**config.mk**
```make
export PLATFORM = sky130hd
export DESIGN_NAME = load_stall_release
export DESIGN_NICKNAME = d
export VERILOG_FILES = /design/src/rtl/load_stall_release_pkg.sv /design/src/rtl/load_stall_release.sv
export SDC_FILE = /design/constraint.sdc
export NUM_CORES = 1
export LEC_CHECK = 0
export CAP_MARGIN = 20
export CORE_ASPECT_RATIO = 0.9
export CORE_MARGIN = 3
export CORE_UTILIZATION = 27
export DETAILED_ROUTE_END_ITERATION = 12
export HOLD_SLACK_MARGIN = 0.08
export SLEW_MARGIN = 20
export SYNTH_ARGS = -nofsm -noshare
export SYNTH_HDL_FRONTEND = slang
export SYNTH_SLANG_ARGS = --single-unit
```
**constraint.sdc**
```tcl
create_clock -name clk -period 2.8 [get_ports clk]
set_clock_uncertainty 0.15 [all_clocks]
set_input_delay 0.84 -clock clk [delete_from_list [all_inputs] [get_ports clk]]
set_output_delay 0.84 -clock clk [all_outputs]
set_load 0.03 [all_outputs]
```
**src/rtl/load_stall_release_pkg.sv**
```systemverilog
// Shared CPU pipeline definitions used by the load-use stall release logic.
package load_stall_release_pkg;

  localparam int REG_ADDR_W = 4;
  localparam logic [REG_ADDR_W-1:0] REG_ZERO = 4'd0;

  typedef enum logic [1:0] {
    ST_IDLE = 2'b00,
    ST_WAIT = 2'b01,
    ST_DONE = 2'b10
  } lsr_state_e;

endpackage

```
**src/rtl/load_stall_release.sv**
```systemverilog
// Tracks a stalled load to writeback and releases the hazard unit's stalls
// with a one-cycle write_done pulse; forced release after MAX_WAIT cycles.
module load_stall_release
  import load_stall_release_pkg::*;
#(
  parameter int MIN_STALL = 1,
  parameter int MAX_WAIT  = 7,
  parameter int CNT_W     = 3
) (
  input  logic                  clk,
  input  logic                  rst,
  input  logic                  stall_req,
  input  logic                  e_isLoad,
  input  logic [REG_ADDR_W-1:0] e_wreg,
  input  logic                  w_regwrite,
  input  logic [REG_ADDR_W-1:0] w_wreg,
  output logic                  write_done,
  output logic                  idex_nop,
  output logic                  busy,
  output logic [REG_ADDR_W-1:0] pend_wreg,
  output logic                  timeout_err
);

  localparam logic [CNT_W-1:0] CNT_SAT = CNT_W'(MAX_WAIT);
  localparam logic [CNT_W-1:0] CNT_TO  = CNT_W'(MAX_WAIT - 1);
  localparam logic [CNT_W:0]   CNT_MIN = (CNT_W+1)'(MIN_STALL);

  lsr_state_e            state_q, state_d;
  logic [CNT_W-1:0]      cnt_q, cnt_d;
  logic                  seen_q, seen_d;
  logic [REG_ADDR_W-1:0] pend_q, pend_d;
  logic                  terr_q, terr_d;
  logic                  match;
  logic                  min_ok;

  always_ff @(posedge clk) begin
    if (rst) begin
      state_q <= ST_IDLE;
      cnt_q   <= '0;
      seen_q  <= 1'b0;
      pend_q  <= REG_ZERO;
      terr_q  <= 1'b0;
    end else begin
      state_q <= state_d;
      cnt_q   <= cnt_d;
      seen_q  <= seen_d;
      pend_q  <= pend_d;
      terr_q  <= terr_d;
    end
  end

  always_comb begin
    state_d = state_q;
    cnt_d   = cnt_q;
    seen_d  = seen_q;
    pend_d  = pend_q;
    terr_d  = terr_q;
    match   = w_regwrite && (w_wreg == pend_q);
    // cnt+1 >= MIN_STALL, widened so MIN_STALL=1 is not a compare against zero
    min_ok  = ({1'b0, cnt_q} + (CNT_W+1)'(1)) >= CNT_MIN;
    case (state_q)
      ST_IDLE: begin
        if (stall_req && e_isLoad && (e_wreg != REG_ZERO)) begin
          state_d = ST_WAIT;
          pend_d  = e_wreg;
          cnt_d   = '0;
          seen_d  = 1'b0;
        end
      end
      ST_WAIT: begin
        seen_d = seen_q | match;
        if (cnt_q != CNT_SAT) cnt_d = cnt_q + CNT_W'(1);
        // A normal release wins over a simultaneous timeout
        if ((seen_q | match) && min_ok) begin
          state_d = ST_DONE;
        end else if (cnt_q == CNT_TO) begin
          state_d = ST_DONE;
          terr_d  = 1'b1;
        end
      end
      ST_DONE: state_d = ST_IDLE;
      default: state_d = ST_IDLE;
    endcase
  end

  // Moore outputs only: write_done must not depend on inputs combinationally
  always_comb begin
    write_done  = 1'b0;
    idex_nop    = 1'b0;
    busy        = 1'b0;
    pend_wreg   = pend_q;
    timeout_err = terr_q;
    case (state_q)
      ST_WAIT: begin
        busy     = 1'b1;
        idex_nop = 1'b1;
      end
      ST_DONE: begin
        busy       = 1'b1;
        write_done = 1'b1;
      end
      default: ;
    endcase
  end

endmodule

```
==> After elaboration in Yosys (flattened, before gate mapping) <==
Cells that the tools add are included.
{ "classes": {"addsub": 2, "multipliers": 0, "div_mod_pow": 0, "n_lt_le_gt_ge": 1, "eq_ne": 8, "shifts": 0, "muxes": 12, "bitwise_logic": 2, "reduce_logical": 13} }
{ "ops": {"columns": ["cell", "n"], "rows": [
  ["two-way mux 2 bit", 3],
  ["two-way mux 3 bit", 2],
  ["inequality test 3 bit (second input constant)", 2],
  ["one-hot mux 3 bit (2 select lines)", 1],
  ["AND reduction 2 bit", 3],
  ["AND reduction 3 bit", 2],
  ["adder 3 x 1 -> 4 bit (second input constant)", 1],
  ["equality test 4 bit", 1],
  [">= comparator 4 x 1 -> 1 bit (second input constant)", 1],
  ["logical AND 1 bit", 4],
  ["two-way mux 1 bit", 4],
  ["inequality test 2 bit (second input constant)", 2],
  ["one-hot mux 2 bit (2 select lines)", 1],
  ["nonzero test 4 bit", 1],
  ["adder 3 x 1 -> 3 bit (second input constant)", 1],
  ["equality test 3 bit (second input constant)", 1],
  ["equality test 2 x 1 -> 1 bit (second input constant)", 1],
  ["equality test 2 bit (second input constant)", 1],
  ["zero test 2 bit", 1],
  ["one-hot mux 1 bit (2 select lines)", 1],
  ["nonzero test 2 bit", 1],
  ["OR reduction 2 bit", 1],
  ["NOT 1 bit", 1],
  ["bitwise OR 1 bit", 1]
]} }
{ "word_totals": {"register_bits": 11, "latch_bits": 0, "mem_bits_rw": 0, "rom_bits": 0, "input_bits": 13, "mem_count": 0} }

==> Logic depth before layout (Yosys ltp) <==
Gate-level depths: netlist of run 1.
{ "logic_depth": {"depth_word": 6, "depth_mapped": 8, "mapped_depth_nobuf": 7} }

==> Worst setup path after synthesis of run 1 <==
No wires, ideal clock.
{ "synth_path": {"kind": "register to register", "start": "reg cnt_q[0]", "end": "reg state_q[0]", "t_arrival_ps": 1957, "t_required_ps": 2564, "slack_ps": 606, "path_stages_with_launch": 8, "n_path_buf": 0, "synth_period_minus_slack_ps": 2194, "cell_sequence": "dfxtp_1 > ha_1 > ha_1 > or3b_4 > o21ai_1 > o211ai_1 > or2_1 > a221oi_2"} }
{ "synth_between": {"elab_chain_cells": 5} }
{ "synth_rtl": {"columns": ["element", "line_no", "rtl"], "rows": [
  ["from (decl)", "load_stall_release.sv:29", "logic [CNT_W-1:0] cnt_q, cnt_d;"],
  ["from (signal assigned)", "load_stall_release.sv:45", "cnt_q <= cnt_d;"],
  ["adder 3 x 1 -> 4 bit", "load_stall_release.sv:60", "min_ok = ({1'b0, cnt_q} + (CNT_W+1)'(1)) >= CNT_MIN;"],
  [">= comparator 4 x 1 -> 1 bit", "load_stall_release.sv:60", null],
  ["logical AND 1 bit", "load_stall_release.sv:74", "if ((seen_q | match) && min_ok) begin"],
  ["two-way mux 2 bit / inequality test 3 bit (equally long branches)", null, null],
  ["one-hot mux 2 bit (2 select lines) / AND reduction 2 bit (equally long branches)", null, null],
  ["to (signal assigned)", "load_stall_release.sv:44", "state_q <= state_d;"],
  ["to (decl)", "load_stall_release.sv:28", "lsr_state_e state_q, state_d;"]
]} }
Parallel ways exist; a longest one is shown, timed or not.
A chain may end at the register's enable or synchronous reset.

==> Worst setup path in the final report of run 1 <==
{ "layout_path": {"start": "reg state_q[0]", "end": "out busy"} }
{ "layout_between": {"elab_chain_cells": 3} }
{ "layout_rtl": {"columns": ["element", "line_no", "rtl"], "rows": [
  ["equality test 2 bit / equality test 2 x 1 -> 1 bit (equally long branches)", "load_stall_release.sv:93", "case (state_q)"],
  ["OR reduction 2 bit (no line) (*)", null, null],
  ["two-way mux 1 bit (*)", "load_stall_release.sv:93", null],
  ["to (decl)", "load_stall_release.sv:19", "output logic busy,"]
]} }
Every way passes the cells marked *; elsewhere a longest branch is shown, timed or not.

==> summary.txt, run 1 <==
reg-to-reg critical path endpoint: state_q[0]$_SDFFE_PP0P_
number of setup buffers added after CTS: 0
sequential fraction of the synthesis area: 31.2%
maximum resistive drop on vdd: 0.238 mV
Die Area: 3270 um^2
cells after synthesis: 83
antenna fix cells: 0
initial antenna violation count: 0
CTS resizes: 0
max-cap violation count: 0
commonest non-fill, non-tap cell in the layout: clkdlybuf4s50_1
Max Fclk: 378 MHz
kind of critical path: flop to primary output
Synth Net Count: 103
DPL Wire Length: 1310 um
HP Class: flop to flop
share of post-route cells with drive strength above 1: 10.4%
Startpoint Class: flop
Worst setup endpoint: busy
Residual DRC: 0
syn avg cell area: 8.52 um^2
Reg clk slew, reported paths: 0.07 ns
routability-driven placement congestion ratio: 0.875
power per cell area: 448 nW/um^2
core area: 2320 um^2
CTS Root Cell: clkbuf_4
WL/cell: 12.5 um
Worst Reg-to-Reg Cells: 7
cts bufs inserted: 3
clock sink count: 11
Critical path buffers and inverters: 2
Pre-antenna DRT Iters: 4
Final Util: 41.6%
sum of negative setup slack: 0 ns
clk buf depth: 2
critical path arrival: 1.65 ns
vias in the first global route: 634
max_slew headroom: 66.3%
commonest cells after routing, fill and taps aside: clkdlybuf4s50_1, dfxtp_1, nand2_1
Area Overhead vs Synth: 36.6%
Unique masters post-synth: 29
IO Count: 21
critical path's top delay family: buffers and inverters
DRT iter0 DRCs: 5
Final nets: 127
GRT Overall Usage: 11.6%
FF+latch count, synth: 11
Finished Layout Cells: 133
first-pass GRT wire length: 2730 um
crit-path cells: inv_1 > ha_1 > clkdlybuf4s50_1
Die X: 59.9 um
CTS tree: done
Initial Utilization: 30.4%
Port Buf Inserts: 20
antenna-violating nets left: 0
pin count of the biggest net entering global routing: 12
Req. time, crit path: 1.81 ns
FF-to-FF Start: cnt_q[0]$_SDFFE_PP0P_
outcome: finished clean
minimum clock period after layout: 2.64 ns
Yosys warning count: 0
via count: 659
H-tree depth: 1
# fillers: 244
final critical-path share of the clock period: 94.4%
Overflow after GRT: 0
worst slew pin tran: 0.501 ns
CP Capture Type: primary output
Max stage delay on crit path: 0.66 ns
Post-Place Cells: 129
FP Rows: 16
RSZ-0062 raised after global routing: false
final setup fails: 0
Critical Path Source: state_q[0]$_SDFFE_PP0P_
Hold Fails Final Rpt: 0
Max Fanout on Critical Path: 3
WP depth: 3
vias per inst: 4.95
Die Y-Extent: 54.5 um
clk_lat worst skew: 0.27 ns
R2R setup slack: 0.42 ns
Crit-path slowest cell: clkdlybuf4s50_1
Mapped Area: 707 um^2
max-slew violations: 0
Total Wirelength: 1670 um
Hold Buf Count CTS: 0
leak pwr: 0.344 nW
## worst min-delay path by stage
stage,startpoint,endpoint,slack (ns),cells past startpoint
after global routing,timeout_err$_SDFFE_PP0P_,timeout_err$_SDFFE_PP0P_,0.34,2
after floorplan,cnt_q[2]$_SDFFE_PP0P_,cnt_q[2]$_SDFFE_PP0P_,0.32,2
final,timeout_err$_SDFFE_PP0P_,timeout_err$_SDFFE_PP0P_,0.30,2
after detailed placement,timeout_err$_SDFFE_PP0P_,timeout_err$_SDFFE_PP0P_,0.30,2
after CTS,timeout_err$_SDFFE_PP0P_,timeout_err$_SDFFE_PP0P_,0.31,2
after global placement,timeout_err$_SDFFE_PP0P_,timeout_err$_SDFFE_PP0P_,0.29,2
## routing by layer
metal | global-route usage (%) | part of all wire [%] | vias up
li1 | - | - | 339
met3 | 4.72 | 5.9 | 2
met5 | 0 | 0 | -
met4 | 4.43 | 0.84 | 0
met2 | 17.4 | 44 | 18
met1 | 14.6 | 49 | 300
## state kept, by name, summed over array words and instances, names as in the netlist
| register | flops |
|---|---|
| pend_wreg | 4 |
| timeout_err | 1 |
| cnt_q | 3 |
| state_q | 2 |
| seen_q | 1 |
## synthesized netlist by cell type, drive strengths merged
cell type | n | area share [%]
inv | 7 | 3.7
a21o | 1 | 1.1
nor2 | 8 | 4.2
a221oi | 2 | 3.4
and2 | 1 | 1.1
nor4 | 1 | 1.8
or3b | 1 | 1.6
a32oi | 2 | 2.5
nand3 | 2 | 1.4
a21oi | 4 | 2.8
clkbuf | 1 | 0.53
o2111ai | 1 | 1.2
mux2i | 4 | 5.7
nor3 | 1 | 1.4
and3 | 1 | 0.89
ha | 7 | 12
a311oi | 1 | 1.2
dfxtp | 11 | 31
o211ai | 2 | 2.8
nor2b | 1 | 0.89
a22o | 1 | 1.4
o21ai | 7 | 5.0
buf | 1 | 0.71
nand2 | 10 | 5.3
or2 | 1 | 0.89
xnor2 | 4 | 5.0
## report_power, final
group          leakage (nW)  switching (mW)  internal [mW]
combinational         0.240          0.0846         0.0649
clock                0.0150          0.0550         0.0552
sequential           0.0894         0.00712          0.165
## per-stage QoR
step | power [mW] | setup WS (ns) | hold slack, ns | instance area (um^2)
after floorplan | 0.269 | 0.606 | 0.316 | 707
after global placement | 0.322 | 0.261 | 0.289 | 940
after detailed placement | 0.324 | 0.244 | 0.299 | 940
after CTS | 0.437 | 0.143 | 0.310 | 966
after global routing | 0.459 | 0.111 | 0.335 | 966
final | 0.432 | 0.158 | 0.305 | 966
## kinds of logic (layout without fill, tap and decap cells)
group / count (synthesis) / count (layout) / synth area share [%]
buffers and inverters: 9 / 32 / 4.96
AO/OA/AOI/OAI: 21 / 21 / 21.4
flip-flops: 11 / 11 / 31.2
multiplexers: 4 / 4 / 5.66
adder cells (fa/ha/maj): 7 / 7 / 12.4
XOR/XNOR: 4 / 4 / 4.96
AND/OR/NAND/NOR: 27 / 27 / 19.5
## worst register-to-register path, delay by kind of cell (launching register included)
| kind | cells | cell delay [ns] |
|---|---|---|
| flip-flops | 1 | 0.37 |
| AND/OR/NAND/NOR | 2 | 0.66 |
| adder cells (fa/ha/maj) | 2 | 0.55 |
| AO/OA/AOI/OAI | 3 | 0.57 |
## final cells by class
class	count	area (um^2)	share of cell area [%]
inverter	7	26.3	2.72
timing repair buffer	21	208	21.5
tap	27	33.8	3.50
multi-input combinational	63	452	46.8
sequential	11	220	22.8
clock buffer	4	26.3	2.72
(Power assumes the default switching activity.)
==> run 2, diff against run 1 <==
--- a/config.mk
+++ b/config.mk
@@ -11,6 +11,7 @@
 export CORE_UTILIZATION = 27
 export DETAILED_ROUTE_END_ITERATION = 12
 export HOLD_SLACK_MARGIN = 0.08
+export RECOVER_POWER = 25
 export SLEW_MARGIN = 20
 export SYNTH_ARGS = -nofsm -noshare
 export SYNTH_HDL_FRONTEND = slang
==> constraint.sdc (replaced) <==
create_clock -name clk -period 2.8 [get_ports clk]
set_clock_uncertainty 0.15 [all_clocks]
set_input_delay 0.56 -clock clk [delete_from_list [all_inputs] [get_ports clk]]
set_output_delay 0.56 -clock clk [all_outputs]
set_load 0.03 [all_outputs]
==> run 2 against run 1 <==
Compared with the run above:
- sequential share of layout area grew 0.45 points
- flip-flop and latch count is the same
- clock-buffer cell count stayed put
- critical path depth unchanged
- global-route usage rose by 0.54 points
- routed wire length grew 5.0%
- via count decreased by 1.2%
- non-clock buffer count shrank 1
- register-to-register slack worse by 0.03 ns
- first-iteration DRC count increased to 4.0 times the previous value
- hold slack gained 0.0024 ns
==> summary.txt, run 2 (same netlist as run 1, synthesis figures left out) <==
outcome: finished clean
FF-to-FF Start: cnt_q[0]$_SDFFE_PP0P_
critical path's top delay family: buffers and inverters
Final nets: 126 (-0.79%)
antenna-violating nets left: 0 (unchanged)
Port Buf Inserts: 20 (unchanged)
clock sink count: 11 (unchanged)
# fillers: 240 (-1.6%)
first-pass GRT wire length: 2900 um (+6.6%)
Max Fclk: 398 MHz (+5.1%)
Hold Buf Count CTS: 0 (unchanged)
final hold slack: 0.307 ns (+0.00242 ns)
GRT Overall Usage: 12.1% (+0.54 points)
DPL Wire Length: 1380 um (+5.3%)
antenna fix cells: 0 (unchanged)
DRT iter0 DRCs: 20 (+15)
Req. time, crit path: 2.09 ns (+0.28 ns)
FP Rows: 16 (unchanged)
CTS resizes: 0 (unchanged)
commonest non-fill, non-tap cell in the layout: clkdlybuf4s50_1
H-tree depth: 1 (unchanged)
Total Wirelength: 1750 um (+5.0%)
sum of negative setup slack: 0 ns (unchanged)
worst slew pin tran: 0.714 ns (+0.213 ns)
max_slew headroom: 52.0% (-14 points)
hold endpoint: timeout_err$_SDFFE_PP0P_
Max stage delay on crit path: 0.74 ns (+0.08 ns)
maximum resistive drop on vdd: 0.314 mV (+32%)
CTS Root Cell: clkbuf_4
Initial Utilization: 30.4% (unchanged)
Min-Delay Startpoint: timeout_err$_SDFFE_PP0P_
power per cell area: 456 nW/um^2 (+2.0%)
clk_lat worst skew: 0.27 ns (about the same)
Crit-path slowest cell: clkdlybuf4s50_1
via count: 651 (-1.2%)
Area Overhead vs Synth: 34.0%
initial antenna violation count: 0 (unchanged)
number of setup buffers added after CTS: 0 (unchanged)
pin count of the biggest net entering global routing: 12 (unchanged)
core area: 2320 um^2 (unchanged)
Finished Layout Cells: 132 (-0.75%)
Critical path buffers and inverters: 2 (unchanged)
Worst Reg-to-Reg Cells: 7 (unchanged)
commonest cells after routing, fill and taps aside: clkdlybuf4s50_1, dfxtp_1, nand2_1
area occupied by multi-input gates: 440 um^2 (-2.5%)
RSZ-0062 raised after global routing: false
CP Capture Type: primary output
share of post-route cells with drive strength above 1: 7.62% (-2.8 points)
Hold Path Depth: 2 (unchanged)
leak pwr: 0.337 nW (-2.0%)
Final Util: 40.8% (-0.81 points)
Pre-antenna DRT Iters: 4 (unchanged)
IO Count: 21 (unchanged)
HP Class: flop to flop
clk buf depth: 2 (unchanged)
Die Y-Extent: 54.5 um (unchanged)
critical path arrival: 1.80 ns (+0.15 ns)
kind of critical path: flop to primary output
max-slew violations: 0 (unchanged)
Reg clk slew, reported paths: 0.08 ns (about the same)
Die X: 59.9 um (unchanged)
final setup fails: 0 (unchanged)
WL/cell: 13.3 um (+5.8%)
minimum clock period after layout: 2.51 ns (-0.128 ns)
CTS tree: done
crit-path cells: inv_1 > ha_1 > clkdlybuf4s50_1
R2R setup slack: 0.39 ns (-0.03 ns)
Hold Fails Final Rpt: 0 (unchanged)
max-cap violation count: 0 (unchanged)
vias in the first global route: 641 (+1.1%)
Overflow after GRT: 0 (unchanged)
routability-driven placement congestion ratio: 0.852 (-2.7%)
reg-to-reg critical path endpoint: state_q[0]$_SDFFE_PP0P_
Reg area: 220 um^2 (unchanged)
max reg flops: 4 (unchanged)
Post-Place Cells: 128 (-0.78%)
Die Area: 3270 um^2 (unchanged)
cts bufs inserted: 3 (unchanged)
Startpoint Class: flop
final critical-path share of the clock period: 89.8% (-4.6 points)
Critical Path Source: state_q[1]$_SDFFE_PP0P_
vias per inst: 4.93 (-0.47%)
Residual DRC: 0 (unchanged)
Max Fanout on Critical Path: 10 (+7)
[run 2: tightest hold or removal path, cell delays in order, from the launching register on]
cell	delay [ns]
dfxtp_1	0.32
inv_1	0.05
a21oi_1	0.05
[run 2: power by group]
| group | switching [mW] | internal [mW] |
|---|---|---|
| clock | 0.0593 | 0.0552 |
| sequential | 0.00703 | 0.165 |
| combinational | 0.0830 | 0.0624 |
| total | 0.149 | 0.283 |
[run 2: worst max-delay path by stage]
stage                                   end  cells past startpoint
finish                             idex_nop                      3
global route                       idex_nop                      3
CTS                                idex_nop                      3
detailed placement  state_q[0]$_SDFFE_PP0P_                      7
global placement    state_q[0]$_SDFFE_PP0P_                      7
floorplan           state_q[0]$_SDFFE_PP0P_                      7
[run 2: stage by stage]
stage	power (mW)	setup slack, ns	area (um^2)
floorplan	0.269	0.606	707
global placement	0.321	0.448	932
detailed placement	0.323	0.428	932
CTS	0.440	0.269	958
global route	0.465	0.132	947
finish	0.432	0.286	947
[run 2: metal layers]
metal / share of wire, % / vias to the layer above / global-route usage [%]
li1: - / 341 / -
met5: 0 / - / 0
met1: 49 / 292 / 14.3
met3: 5.1 / 2 / 4.95
met4: 0.46 / 0 / 1.11
met2: 45 / 16 / 21.2
[run 2: area by class of cell]
class / count / area share [%]
Timing Repair Buffer: 20 / 21.1
Inverter: 7 / 2.77
Clock buffer: 4 / 2.77
Sequential cell: 11 / 23.2
Tap cell: 27 / 3.57
Multi-Input combinational cell: 63 / 46.5
==> RTL change 1: new RTL, config.mk and constraints of run 2 <==
Set the package constant `REG_ZERO` to 4'd1 (it was 4'd0).
--- a/src/rtl/load_stall_release_pkg.sv
+++ b/src/rtl/load_stall_release_pkg.sv
@@ -2,7 +2,7 @@
 package load_stall_release_pkg;
 
   localparam int REG_ADDR_W = 4;
-  localparam logic [REG_ADDR_W-1:0] REG_ZERO = 4'd0;
+  localparam logic [REG_ADDR_W-1:0] REG_ZERO = 4'd1;
 
   typedef enum logic [1:0] {
     ST_IDLE = 2'b00,
Formal check against the unedited RTL: not equivalent (Yosys sat finds a counterexample within 4 cycles, from zero or initial values and one cycle with rst high).
==> RTL change 1 against run 2 <==
Design area up 0.40%. Clock power down 5%. Routed wire length down 6.5%. Sequential cell count unchanged. Total power down 0.75%. Fmax up 1.1%. Sequential share of layout area down 0.092 points. Count of clock-buffer cells in the layout unchanged. Worst setup slack better by 28 ps. Synthesized cell count unchanged. Synthesized area up 0.53%.
==> RTL change 1: results (changes against run 2) <==
status=complete, no violations (unchanged); design area=951 um^2 (was 947 um^2); post-synthesis compound-gate area fraction=22.5% (was 21.4%); post-synthesis mux area share=4.23% (was 5.66%); top post-synthesis cells by count=dfxtp_1 (11), nand2_1 (10), ha_1 (7), inv_1 (7), nor2_1 (7) (was dfxtp_1 (11), nand2_1 (10), nor2_1 (8)); DP Worst Slack=440 ps (was 428 ps); DR vias/cell=4.95 (was 4.93); pwr/cell area=451 nW/um^2 (was 456 nW/um^2); buffering overhead=21.1% (about the same); Clk. pwr=108 uW (was 114 uW); Least-Margin Pin Slew=823 ps (was 714 ps); fin crit share=88.8% (was 89.8%); register area share after synthesis=31.0% (was 31.2%); netlist area before placement=711 um^2 (was 707 um^2); routed len/inst=12.4 um (was 13.3 um); Worst EP arrival=1780 ps (was 1800 ps); maximum VDD drop=0.382 mV (was 0.314 mV); global-route wire length before repair=2780 um (was 2900 um); main area contributors after synthesis=dfxtp_1 (31%), ha_1 (12%), nand2_1 (5.3%), xnor2_1 (4.9%), mux2i_1 (4.2%) (was dfxtp_1 (31%), ha_1 (12%), mux2i_1 (5.7%), nand2_1 (5.3%), xnor2_1 (5.0%)); Netlist cell types=30 (was 29); Leak=0.339 nW (was 0.337 nW); global-route usage over all layers=11.4% (was 12.1%); fraction of standard cell area in multi-input logic=46.7% (was 46.5%); clock network area share=2.76% (was 2.77%); drt pass-1 iters=4 (unchanged); DRT iter0 DRCs=33 (was 20); Reg power frac=40.4% (was 39.9%); Final GP Congestion=0.854 (was 0.852); synthesized-area fraction occupied by adder cells=12.3% (was 12.4%); DP Wirelength=1330 um (was 1380 um); placed instance area=936 um^2 (was 932 um^2); Post-CTS Setup Inserts=0 (unchanged); final WL=1640 um (was 1750 um); XOR/XNOR share of the synthesized area=4.93% (was 4.96%); FILL cells=224 (was 240); dpl cells=128 (unchanged); net switching power=144 uW (was 149 uW)
-- RTL change 1: critical path, delay by kind of cell (launching register included) --
| family | cells | cell delay [ps] |
|---|---|---|
| flip-flops | 1 | 320 |
| adder cells (fa/ha/maj) | 1 | 360 |
| buffers and inverters | 2 | 830 |
-- RTL change 1: final timing paths --
path	start	end	slack (ps)	cells after the start
worst max-delay path	state_q[1]$_SDFFE_PP0P_	idex_nop	310	3
worst min-delay path	timeout_err$_SDFFE_PP0P_	timeout_err$_SDFFE_PP0P_	300	2
worst max register to register	cnt_q[0]$_SDFFE_PP0P_	state_q[0]$_SDFFE_PP0P_	400	7
worst min register to register	timeout_err$_SDFFE_PP0P_	timeout_err$_SDFFE_PP0P_	300	2
-- RTL change 1: metal layers --
layer,global-route usage (%),up-vias,wire [um]
met5,0,-,0
met4,1.11,0,0
met3,4.72,0,78
met2,17.3,14,742
met1,15.7,300,816
li1,-,339,-
==> RTL change 2: new RTL, settings of run 2 <==
Made on the original files. Register the output `timeout_err`, with the module's reset; this adds one clock of latency there. The other outputs are not delayed to match.
--- a/src/rtl/load_stall_release.sv
+++ b/src/rtl/load_stall_release.sv
@@ -24,6 +24,8 @@
   localparam logic [CNT_W-1:0] CNT_SAT = CNT_W'(MAX_WAIT);
   localparam logic [CNT_W-1:0] CNT_TO  = CNT_W'(MAX_WAIT - 1);
   localparam logic [CNT_W:0]   CNT_MIN = (CNT_W+1)'(MIN_STALL);
+
+  logic timeout_err_d;
 
   lsr_state_e            state_q, state_d;
   logic [CNT_W-1:0]      cnt_q, cnt_d;
@@ -89,7 +91,7 @@
     idex_nop    = 1'b0;
     busy        = 1'b0;
     pend_wreg   = pend_q;
-    timeout_err = terr_q;
+    timeout_err_d = terr_q;
     case (state_q)
       ST_WAIT: begin
         busy     = 1'b1;
@@ -103,5 +105,13 @@
     endcase
   end
 
+  always_ff @(posedge clk) begin
+    if (rst) begin
+      timeout_err <= '0;
+    end else begin
+      timeout_err <= timeout_err_d;
+    end
+  end
+
 endmodule
 
Check against the original RTL: not equivalent (Yosys sat finds a counterexample within 10 cycles, from zero or initial values and one cycle with rst high).
==> RTL change 2 against run 2 <==
Sequential cell count is 1 higher. Total power increased by 17%. Critical path depth stayed put. Final cell count is 6.8% higher. Via count up 11%. Routed wire length up 0.29%. Synthesized area is 6.9% higher. Global-route usage fell by 1.1 points. Register-to-register slack gained 310 ps. Worst setup slack better by 140 ps. Count of clock-buffer cells in the layout unchanged. Sequential power grew 10%. Design area grew 8.5%. Highest routed layer unchanged.
==> RTL change 2: results (changes against run 2) <==
fin nets=134 (was 126); top post-synthesis cells by count=dfxtp_1 (12), nor2_1 (10), a21oi_1 (7), ha_1 (7), inv_1 (7) (was dfxtp_1 (11), nand2_1 (10), nor2_1 (8)); fin util=40.2% (was 40.8%); FILL cells=270 (was 240); buffering overhead=20.2% (was 21.1%); Vias=723 (was 651); maximum VDD drop=0.216 mV (was 0.314 mV); synthesized area per cell=8.40 um^2 (was 8.52 um^2); global-route usage over all layers=11.0% (was 12.1%); fraction of standard cell area in multi-input logic=46.9% (was 46.5%); R2R setup slack=700 ps (was 390 ps); Leak=0.382 nW (was 0.337 nW); Fin Hold WS=317 ps (was 307 ps); register area share after synthesis=31.8% (was 31.2%); DR vias/cell=5.13 (was 4.93); layout cells sized above 1=8.85% (was 7.62%); status=complete, no violations (unchanged); pin count of the biggest net entering global routing=14 (was 12); beginning of the worst hold path=terr_q$_SDFFE_PP0P_ (was timeout_err$_SDFFE_PP0P_); DP Worst Slack=321 ps (was 428 ps); Worst Hold Path Cells=1 (was 2); clock network area share=3.53% (was 2.77%); hold path endpoint=timeout_err$_SDFF_PP0_ (was timeout_err$_SDFFE_PP0P_); largest fanout on the critical path=3 (was 10); routed len/inst=12.5 um (was 13.3 um)
RTL change 2: power by group through the flow:
stage                     Combinational, mW  Clock (mW)  Sequential [mW]
final                                 0.176       0.139            0.190
after global routing                  0.193       0.155            0.191
after CTS                             0.178       0.146            0.190
after detailed placement              0.177           0            0.193
after global placement                0.177           0            0.193
after floorplan                       0.107           0            0.200
RTL change 2: metal layers:
| layer | GRT usage, % | routed length (um) |
|---|---|---|
| met1 | 15.6 | 829 |
| met2 | 14.6 | 755 |
| met3 | 3.25 | 156 |
| met4 | 5.45 | 15 |
| met5 | 0 | 0 |
RTL change 2: worst max-delay path by stage:
| stage | startpoint | to | slack (ps) | cells after the start |
|---|---|---|---|---|
| global placement | stall_req | pend_wreg[0]$_SDFFE_PP0P_ | 370 | 5 |
| finish | state_q[0]$_SDFFE_PP0P_ | busy | 430 | 3 |
| floorplan | e_wreg[0] | cnt_q[1]$_SDFFE_PP0P_ | 940 | 5 |
| global route | state_q[0]$_SDFFE_PP0P_ | busy | 350 | 3 |
| CTS | state_q[0]$_SDFFE_PP0P_ | busy | 410 | 3 |
| detailed placement | e_wreg[0] | cnt_q[1]$_SDFFE_PP0P_ | 320 | 6 |
RTL change 2: cell families after synthesis:
kind of cell	count (synthesis)	synth area share, %
multiplexers	4	5.30
XOR/XNOR	4	4.64
AO/OA/AOI/OAI	22	19.7
adder cells (fa/ha/maj)	7	11.6
flip-flops	12	31.8
buffers and inverters	9	4.47
AND/OR/NAND/NOR	32	22.5
RTL change 2: critical path, delay by kind of cell, from the launching register on:
kind	cells	cell delay (ps)
fa+ha+maj	1	280
buf+inv	2	740
flops	1	370
